<file path="src/rtl/perm16_inverter_if.sv">
// Handshake bundle for perm16_inverter.
// Both channels use strict valid/ready: a transfer happens on a rising edge
// where valid and ready are both 1; valid never waits on ready, and the
// payload (seq_all, or inv_all/perm_err) is stable while valid is held.
// dbg_state mirrors the block's FSM encoding (0=IDLE, 1=SCAN, 2=DONE).
interface perm16_inverter_if;
  logic        in_valid;
  logic        in_ready;
  logic [63:0] seq_all;
  logic        out_valid;
  logic        out_ready;
  logic [63:0] inv_all;
  logic        perm_err;
  logic [1:0]  dbg_state;

  // Block side
  modport slave (
    input  in_valid, seq_all, out_ready,
    output in_ready, out_valid, inv_all, perm_err, dbg_state
  );

  // Environment side (producer of candidates, consumer of results)
  modport master (
    output in_valid, seq_all, out_ready,
    input  in_ready, out_valid, inv_all, perm_err, dbg_state
  );
endinterface

</file>
<file path="src/rtl/perm16_inverter.sv">
// perm16_inverter: inverts a permutation of 16 four-bit entries.
// A captured candidate is scanned one entry per cycle (16 cycles), writing
// inv[entry[idx]] := idx, so later duplicates overwrite earlier ones and
// unwritten entries stay 0. The result is held in DONE until consumed.
// Optional feature macro: PERM16_INV_CHECK_EN -- when defined, a 16-bit
// seen bitmap flags duplicate entries on perm_err; otherwise perm_err is 0.
module perm16_inverter (
  input  logic               clk,
  input  logic               rst,
  perm16_inverter_if.slave   bus
);

  typedef enum logic [1:0] {
    IDLE = 2'd0,
    SCAN = 2'd1,
    DONE = 2'd2
  } state_t;

  state_t      state_q;
  state_t      state_d;
  logic [3:0]  idx_q;
  logic [63:0] seq_q;
  logic [63:0] inv_q;
  logic [3:0]  entry;

  assign entry = seq_q[{idx_q, 2'b00} +: 4];

  // FSM state register
  always_ff @(posedge clk or negedge rst) begin
    if (!rst) state_q <= IDLE;
    else      state_q <= state_d;
  end

  // Next-state and handshake outputs
  always_comb begin
    state_d       = state_q;
    bus.in_ready  = 1'b0;
    bus.out_valid = 1'b0;
    case (state_q)
      IDLE: begin
        bus.in_ready = 1'b1;
        if (bus.in_valid) state_d = SCAN;
      end
      SCAN: begin
        if (idx_q == 4'd15) state_d = DONE;
      end
      DONE: begin
        bus.out_valid = 1'b1;
        if (bus.out_ready) state_d = IDLE;
      end
      default: state_d = IDLE;
    endcase
  end

  // Capture on accept, then one inverse write per SCAN cycle
  always_ff @(posedge clk or negedge rst) begin
    if (!rst) begin
      idx_q <= 4'd0;
      seq_q <= 64'd0;
      inv_q <= 64'd0;
    end else begin
      case (state_q)
        IDLE: begin
          if (bus.in_valid) begin
            seq_q <= bus.seq_all;
            inv_q <= 64'd0;
            idx_q <= 4'd0;
          end
        end
        SCAN: begin
          inv_q[{entry, 2'b00} +: 4] <= idx_q;
          idx_q <= idx_q + 4'd1;
        end
        default: ;
      endcase
    end
  end

`ifdef PERM16_INV_CHECK_EN
  logic [15:0] seen_q;
  logic        err_q;

  // Duplicate detection: an entry already seen sets a sticky error
  always_ff @(posedge clk or negedge rst) begin
    if (!rst) begin
      seen_q <= 16'd0;
      err_q  <= 1'b0;
    end else begin
      case (state_q)
        IDLE: begin
          if (bus.in_valid) begin
            seen_q <= 16'd0;
            err_q  <= 1'b0;
          end
        end
        SCAN: begin
          seen_q[entry] <= 1'b1;
          if (seen_q[entry]) err_q <= 1'b1;
        end
        default: ;
      endcase
    end
  end

  assign bus.perm_err = err_q;
`else
  assign bus.perm_err = 1'b0;
`endif

  assign bus.inv_all   = inv_q;
  assign bus.dbg_state = state_q;

endmodule

</file>
<file path="src/flat_wrapper.sv">
// flat-port wrapper written by rule: the top's interface ports become plain ports
module perm16_inverter_flat 
  (clk, rst, bus_in_valid, bus_seq_all, bus_out_ready, bus_in_ready, bus_out_valid, bus_inv_all, bus_perm_err, bus_dbg_state);
  perm16_inverter_if bus_i ();
  input  logic clk;
  input  logic rst;
  input wire logic [$bits(bus_i.in_valid)-1:0] bus_in_valid;
  input wire logic [$bits(bus_i.seq_all)-1:0] bus_seq_all;
  input wire logic [$bits(bus_i.out_ready)-1:0] bus_out_ready;
  output wire logic [$bits(bus_i.in_ready)-1:0] bus_in_ready;
  output wire logic [$bits(bus_i.out_valid)-1:0] bus_out_valid;
  output wire logic [$bits(bus_i.inv_all)-1:0] bus_inv_all;
  output wire logic [$bits(bus_i.perm_err)-1:0] bus_perm_err;
  output wire logic [$bits(bus_i.dbg_state)-1:0] bus_dbg_state;
  assign bus_i.in_valid = bus_in_valid;
  assign bus_i.seq_all = bus_seq_all;
  assign bus_i.out_ready = bus_out_ready;
  assign bus_in_ready = bus_i.in_ready;
  assign bus_out_valid = bus_i.out_valid;
  assign bus_inv_all = bus_i.inv_all;
  assign bus_perm_err = bus_i.perm_err;
  assign bus_dbg_state = bus_i.dbg_state;
  perm16_inverter u_core (.clk(clk), .rst(rst), .bus(bus_i));
endmodule
</file>
<file path="config.mk">
export PLATFORM = sky130hd
export DESIGN_NAME = perm16_inverter_flat
export DESIGN_NICKNAME = d
export VERILOG_FILES = /design/src/rtl/perm16_inverter_if.sv /design/src/rtl/perm16_inverter.sv /design/src/flat_wrapper.sv
export SDC_FILE = /design/constraint.sdc
export NUM_CORES = 1
export LEC_CHECK = 0
export CORE_ASPECT_RATIO = 0.6
export CORE_MARGIN = 3
export CORE_UTILIZATION = 55
export DETAILED_ROUTE_END_ITERATION = 7
export DONT_BUFFER_PORTS = 1
export GPL_TIMING_DRIVEN = 0
export PLACE_DENSITY = 0.67
export SLEW_MARGIN = 20
export SYNTH_ARGS = -nofsm -noshare
export SYNTH_HDL_FRONTEND = slang
export SYNTH_SLANG_ARGS = --single-unit
</file>
<file path="constraint.sdc">
create_clock -name clk -period 8.2 [get_ports clk]
set_clock_uncertainty 0.15 [all_clocks]
set_input_delay 1.23 -clock clk [delete_from_list [all_inputs] [get_ports clk]]
set_output_delay 1.23 -clock clk [all_outputs]
set_load 0.05 [all_outputs]
</file>
* Yosys cells after proc, flatten, opt, wreduce, memory -nomap -nowiden
Cells that the tools add are included.
Storage, ports and cells: register bits after elaboration 134, bits in latches 0, bits in writable memories 0, ROM bits 0, input bits 68, output and inout port bits 69, memories kept 0
Operators by class: add/subtract/negate cells 2, multipliers 0, divide/modulo/power cells 0, $lt $le $gt $ge 0, equal/unequal tests 6, shift-type cells 3, muxes and demuxes 11, bitwise logic cells 0, reductions and logical operators 5
Operators by type and width (number):
- case mux 64 bit (2 select lines) | 1
- bitwise mux 64 bit | 1
- 2-to-1 mux 64 bit | 1
- variable shift 4 x 8 -> 64 bit (first input constant) | 1
- variable part select 4 x 8 -> 64 bit | 1
- variable part select 64 x 7 -> 4 bit | 1
- negation 6 -> 8 bit | 1
- case mux 4 bit (2 select lines) | 1
- 2-to-1 mux 2 bit | 3
- case mux 2 bit (3 select lines) | 1
- adder 4 x 1 -> 4 bit (second input constant) | 1
- == test 4 bit (second input constant) | 1
- 2-to-1 mux 4 bit | 1
- inequality test 2 bit (second input constant) | 2
- AND reduction 2 bit | 2
- AND reduction 3 bit | 1
- == test 2 x 1 -> 1 bit (second input constant) | 1
- == test 2 bit (second input constant) | 1
- logical NOT 2 bit | 1
- 2-to-1 mux 1 bit | 2
- inequality test 2 x 1 -> 1 bit (second input constant) | 1
- nonzero test 2 bit | 1

* Longest topological paths before layout
Gate-level depths: netlist of the first run.
word-level depth 5, depth in mapped cells 13, mapped depth without buffers 9

* Least setup slack after synthesis of the first run
No wires, ideal clock.
path kind register to register, start reg u_core.idx_q[0], end reg u_core.inv_q[43], in the netlist u_core.bus.inv_all[43], data arrival time 3220 ps, path slack 4689 ps, stages on the path, launching flop included 14, period minus slack after synthesis 3511 ps, cell sequence dfrtp_1 > buf_6 > buf_8 > mux4_2 > mux4_2 > inv_1 > ha_1 > inv_1 > or3_1 > and3_1 > clkbuf_1 > and3_1 > buf_2 > mux2i_1
On the way: word-level cells in the longest chain between the ends 5, elaborated cells on any way between the ends 6, those cells by class add/sub: 1; shift: 3; mux: 2
RTL lines:
- start: declaration | line perm16_inverter.sv:21 | logic [3:0] idx_q;
- start signal: assignment | line perm16_inverter.sv:72 | idx_q <= idx_q + 4'd1;
- variable part select 64 x 7 -> 4 bit | line perm16_inverter.sv:26 | assign entry = seq_q[{idx_q, 2'b00} +: 4];
- negation 6 -> 8 bit | line perm16_inverter.sv:71 | inv_q[{entry, 2'b00} +: 4] <= idx_q;
- variable part select 4 x 8 -> 64 bit or variable shift 4 x 8 -> 64 bit (tied branches) | line perm16_inverter.sv:71
- bitwise mux 64 bit * | line perm16_inverter.sv:71
- case mux 64 bit (2 select lines) * | line perm16_inverter.sv:62 | case (state_q)
- end signal: indexed assignment | line perm16_inverter.sv:71
- end: declaration | line perm16_inverter.sv:23 | logic [63:0] inv_q;
Every way passes the cells marked *; elsewhere a longest branch is shown, timed or not. A chain may end at the register's enable or synchronous reset.

* Final worst setup path of the first run
start reg u_core.idx_q[1], end reg u_core.inv_q[41], in the netlist u_core.bus.inv_all[41]
The elaborated chain is that of the path after synthesis.

==> qor.txt, run 1 <==
# DRC - 0
First-pass GRT wire length - 25200 um
Post-Layout Cell Count - 778
Chip Height - 87.8 um
Async SR Flop Fraction - 100%
Critical Path Max Stage Delay - 620 ps
PortBufs - 0
Total Neg Setup Slack - 0 ps
Num rows - 29
Antenna violations before repair - 0
Avg WL per Cell - 20.9 um
CTS Buffer Depth - 2
Hold Vio Cnt, Final - 0
Via/cell ratio - 5.84
Die width - 142 um
Reg2Reg Launch Point - u_core.idx_q[1]
Number of synthesized flops with an enable pin - 0
Worst skew pair latency - 410 ps
Placed insts - 747
Mean Syn Cell Area - 10.1 um2
Most frequent cells in the layout - nand2_1, dfrtp_1, mux2i_1, clkbuf_1, mux4_2
Routed wire length - 16300 um
Cts bufs inserted - 17
Seq/Total Area, Yosys - 54.6%
Syn. warnings - 0
Hold Buf Count CTS - 0
Worst Setup SP - u_core.idx_q[1]
Hold Path Class - flop to flop
Crit end category - flop
Vias in the first global route - 4591
Commonest non-fill, non-tap cell in the layout - nand2_1
Placed cell areas - 6310 um2
Min-Delay Startpoint - u_core.seq_q[26]
CP max stage cell - mux4_2
Yosys reg bits - 134
TritonCTS clock tree - yes
DR pass1 iterations - 4
Dominant synthesized flop cell - dfrtp_1
Worst reg2reg path depth - 12
Slew margin rel. - 29.7%
Worst-path maximum fanout - 10
Highest clock rate - 0.232 GHz
CP Class - flop to flop
Largest net degree at the start of global routing - 135
CP required - 8330 ps
Setup violators final - 0
RSZ-0062 raised after global routing - no
GRT Total Usage - 27.1%
Synth Net Count - 680
Via Count - 4546
Worst Hold Endpoint - u_core.seq_q[26]
ANT cells - 0
Worst Tran Pin Value - 1050 ps
Nets@finish - 699
Initial Util - 57.2%
Post-DP HPWL - 11600 um
Area Overhead vs Synth - 13.2%
Gate Count Post-Synth - 608
Remaining Overflow, GRT - 0
Max-Cap Viols - 0
GP Congestion - 0.813
Setup Buffers After CTS - 0
Startpoint Class - flop
Final Cell Area - 6950 um2
Worst path bufs/invs - 5
Clock root cell - clkbuf_16
Core area - 10700 um2
Tmin final - 4310 ps
Clk sinks - 134
H-tree depth - 4
Crit path DAT - 4430 ps
Fin crit share - 52.5%
CP cell instances - buf_1, mux4_2, mux4_2, inv_1, ha_1, inv_1, or3_1, and3_1, clkbuf_1, and3_1, buf_2, mux2i_1
Die area - 12500 um2
Post-synthesis cell type count - 47
Share of cells above drive strength 1 - 11.1%
Reg2Reg Capture Point - u_core.bus.inv_all[41]
IO Count - 137
DRT iter0 DRCs - 309
Reg-to-reg setup timing slack - 3890 ps
Status - completed
Post-DRT Antenna Nets - 0
Cts repair resizes - 0
Worst hold path depth - 2
Max-slew violation count - 0
Top delay family on crit path - multiplexers
Clock transition at path regs - 60 ps
Cell Area, Synth - 6140 um2
## per-layer routing
layer	up-vias	share of wire [%]	track usage, %
li1	2065	-	-
met1	2259	46	40.7
met2	208	42	36.9
met3	14	12	10.9
met4	0	0.82	6.64
met5	-	0	0
## area by class of cell
cell class / instances / area, um2
clock inverters: 11 / 173
inverters: 8 / 30.0
well taps: 139 / 174
flip-flops and latches: 134 / 3350
clock buffers: 20 / 467
plain buffers: 37 / 169
multi-input cells: 429 / 2590
fillers: 855 / 3790
## flip-flops by register name, indices dropped and copies added (netlist names)
signal and cells:
u_core.bus.dbg_state 2, u_core.seq_q 64, u_core.bus.inv_all 64, u_core.idx_q 4
## cells by family after synthesis
kind of cell	count (synthesis)	share of synthesized area, %
simple gates	314	21.9
flops	134	54.6
compound gates	60	7.32
mux	48	11.5
buf+inv	45	3.24
fa+ha+maj	4	0.815
xor+xnor	2	0.530
other cells	1	0.0611
## cell usage after synthesis (5+ instances only)
cell	count	area share, %
buf_1	6	0.37
nand3_1	9	0.73
o21ai_0	14	1.1
nor2_1	7	0.43
a22o_1	14	2.0
clkbuf_1	22	1.3
buf_2	6	0.49
inv_1	7	0.43
and2_1	6	0.61
nand2_1	256	16
and3_1	9	0.92
mux2i_1	29	4.7
o2bb2ai_1	8	1.1
dfrtp_1	134	55
nor3_1	5	0.41
mux4_2	18	6.6
nand2b_1	5	0.51
## how the worst max path moves through the flow
stage	to	slack [ps]	cells after the start
finish	u_core.bus.inv_all[41]	3890	12
global route	u_core.bus.inv_all[43]	3750	12
CTS	u_core.bus.inv_all[43]	3960	12
detailed placement	u_core.bus.inv_all[42]	3970	12
global placement	u_core.bus.inv_all[43]	4050	12
floorplan	u_core.bus.inv_all[43]	4690	13
## metrics by stage
step           setup slack, ps  util [%]  hold slack, ps
3_3_place_gp              4050      58.8             302
2_1_floorplan             4690         -             290
5_1_grt                   3750      64.7             330
4_1_cts                   3960      64.7             323
3_5_place_dp              3970      58.8             308
6_report                  3890      64.7             321
## worst reg2reg max path: stages, from the launching register on
cell	delay, ps
dfrtp_1	450
buf_1	580
mux4_2	480
mux4_2	620
inv_1	160
ha_1	160
inv_1	60
or3_1	510
and3_1	240
clkbuf_1	220
and3_1	260
buf_2	170
mux2i_1	130
Power of run 1 is left out: the tool's default activity adds up to more than one toggle a clock period on the data nets, which glitch-free logic cannot reach.
==> inputs of run 2 (changes only) <==
--- a/config.mk
+++ b/config.mk
@@ -11,7 +11,7 @@
 export DETAILED_ROUTE_END_ITERATION = 7
 export DONT_BUFFER_PORTS = 1
 export GPL_TIMING_DRIVEN = 0
-export PLACE_DENSITY = 0.67
+export PLACE_DENSITY = 0.7
 export SLEW_MARGIN = 20
 export SYNTH_ARGS = -nofsm -noshare
 export SYNTH_HDL_FRONTEND = slang
==> constraint.sdc (replaced) <==
create_clock -name clk -period 3.7 [get_ports clk]
set_clock_uncertainty 0.15 [all_clocks]
set_input_delay 0.555 -clock clk [delete_from_list [all_inputs] [get_ports clk]]
set_output_delay 0.555 -clock clk [all_outputs]
set_load 0.05 [all_outputs]
==> run 2 against run 1 <==
  * Final cell count rose by 0.39%
  * Fmax grew 20%
  * Non-clock buffer count is 2 higher
  * Via count grew 1.6%
  * Die area unchanged
  * Register-to-register slack got worse by 3800 ps
  * The run now ends with hold timing left
  * Wire length grew 1.7%
  * Largest cell class unchanged
  * Sequential share of layout area decreased by 0.87 points
  * First-iteration DRC count rose by 24%
  * Global-route usage increased by 0.28 points
==> qor.txt, run 2 (synthesis gave the netlist of run 1 again) <==
Hold Path Class - input pin to async pin
Post-DRT Antenna Nets - 0 (unchanged)
Fin worst setup slack - 114 ps (-3780 ps)
Die width - 142 um (unchanged)
Clock root cell - clkbuf_16
Worst Tran Pin Value - 1030 ps (-19.8 ps)
CP Class - flop to flop
CTS Buffer Depth - 2 (unchanged)
Worst-path maximum fanout - 10 (unchanged)
CP required - 3830 ps (-4500 ps)
First-pass GRT wire length - 25800 um (+2.4%)
IO Count - 137 (unchanged)
Reg2Reg Capture Point - u_core.bus.inv_all[50]
DRT iter0 DRCs - 384 (+24%)
Core area - 10700 um2 (unchanged)
Via Count - 4618 (+1.6%)
Area Overhead vs Synth - 15.3%
Fin crit share - 96.9% (+44 points)
ANT cells - 0 (unchanged)
Hold Vio Cnt, Final - 134 (+134)
Cts bufs inserted - 17 (unchanged)
Reg-to-reg setup timing slack - 110 ps (-3780 ps)
Critical Path Max Stage Delay - 520 ps (-100 ps)
Filler instances - 861 (+0.70%)
Antenna violations before repair - 0 (unchanged)
PortBufs - 0 (unchanged)
Max-slew violation count - 0 (unchanged)
H-tree depth - 4 (unchanged)
Reg2Reg Launch Point - u_core.idx_q[0]
Slew margin rel. - 31.1% (+1.4 points)
Multi-input gate area - 2620 um2 (+1.4%)
Routed wire length - 16500 um (+1.7%)
Clk sinks - 134 (unchanged)
Worst reg2reg path depth - 12 (unchanged)
CP cell instances - buf_12, buf_8, mux4_2, mux4_2, inv_2, ha_1, inv_1, or3_4, and3_4, and3_1, buf_2, mux2i_1
Nets@finish - 701 (+0.29%)
TritonCTS clock tree - yes
Startpoint Class - flop
Remaining Overflow, GRT - 0 (unchanged)
Die area - 12500 um2 (unchanged)
Tmin final - 3590 ps (-720 ps)
Sequential Area - 3350 um2 (unchanged)
Hold Slack - -316 ps (-637 ps)
GRT Total Usage - 27.4% (+0.28 points)
Worst skew pair latency - 410 ps (about the same)
Most used cell, CP - mux4_2
Commonest non-fill, non-tap cell in the layout - nand2_1
Max-Cap Viols - 0 (unchanged)
Post-DP HPWL - 11500 um (-0.27%)
GP Congestion - 0.846 (+4.0%)
Vias in the first global route - 4669 (+1.7%)
Failing checks - hold timing
Via/cell ratio - 5.91 (+1.2%)
Chip Height - 87.8 um (unchanged)
Highest clock rate - 0.279 GHz (+20%)
Most frequent cells in the layout - nand2_1, dfrtp_1, mux2i_1, clkbuf_1, mux4_2
Crit end category - flop
Setup violators final - 0 (unchanged)
Crit path DAT - 3710 ps (-720 ps)
Initial Util - 57.2% (unchanged)
Avg WL per Cell - 21.2 um (+1.3%)
Status - finished, violations left
Largest net degree at the start of global routing - 135 (unchanged)
Share of cells above drive strength 1 - 13.6% (+2.4 points)
Clock transition at path regs - 60 ps (about the same)
Pre-CTS setup slack - -483 ps (-4450 ps)
CP max stage cell - mux4_2
# DRC - 0 (unchanged)
DR pass1 iterations - 5 (+1)
Num rows - 29 (unchanged)
-- run 2: per-layer routing --
| layer | vias up | global-route usage [%] | routed length, um |
|---|---|---|---|
| met5 | - | 0 | 0 |
| met4 | 0 | 6.90 | 102 |
| met3 | 14 | 11.9 | 1750 |
| met2 | 205 | 37.6 | 6830 |
| met1 | 2331 | 40.1 | 7860 |
| li1 | 2068 | - | - |
-- run 2: timing repair --
item                                   4_1_cts  5_1_grt
setup buffers                                1        2
pin swaps                                    0        1
setup endpoints to repair                   60       40
resized for setup                            3       14
endpoints found under the hold margin      134      134
-- run 2: worst max-delay path by stage --
stage,start,end,slack (ps)
2_1_floorplan,u_core.idx_q[0],u_core.bus.inv_all[43],190
3_3_place_gp,u_core.idx_q[1],u_core.bus.inv_all[43],-430
3_5_place_dp,u_core.idx_q[1],u_core.bus.inv_all[43],-480
4_1_cts,u_core.idx_q[0],u_core.bus.inv_all[9],-20
5_1_grt,u_core.idx_q[0],u_core.bus.inv_all[40],-20
6_report,u_core.idx_q[0],u_core.bus.inv_all[50],110
-- run 2: layout make-up --
| class | instances | area share, % |
|---|---|---|
| plain buffers | 36 | 2.51 |
| clock buffers | 17 | 6.01 |
| clock inverters | 15 | 3.87 |
| inverters | 8 | 0.424 |
| multi-input cells | 429 | 37.1 |
| flip-flops and latches | 134 | 47.4 |
| well taps | 139 | 2.46 |
| repair buffers | 3 | 0.318 |
-- run 2: worst max-delay path: cells and delay by family (launching register included) --
family	cells	cell delay (ps)
mux	3	1160
fa+ha+maj	1	150
simple gates	3	890
flops	1	410
buf+inv	5	690
-- run 2: stage by stage --
stage	TNS [ps]	std cells	area, um2	util (%)
2_1_floorplan	0	608	6140	-
3_3_place_gp	-9090	747	6310	58.8
3_5_place_dp	-12270	747	6310	58.8
4_1_cts	-47.0	779	7020	65.4
5_1_grt	-36.7	781	7080	65.9
6_report	0	781	7080	65.9
Power of run 2 is left out for the same reason.
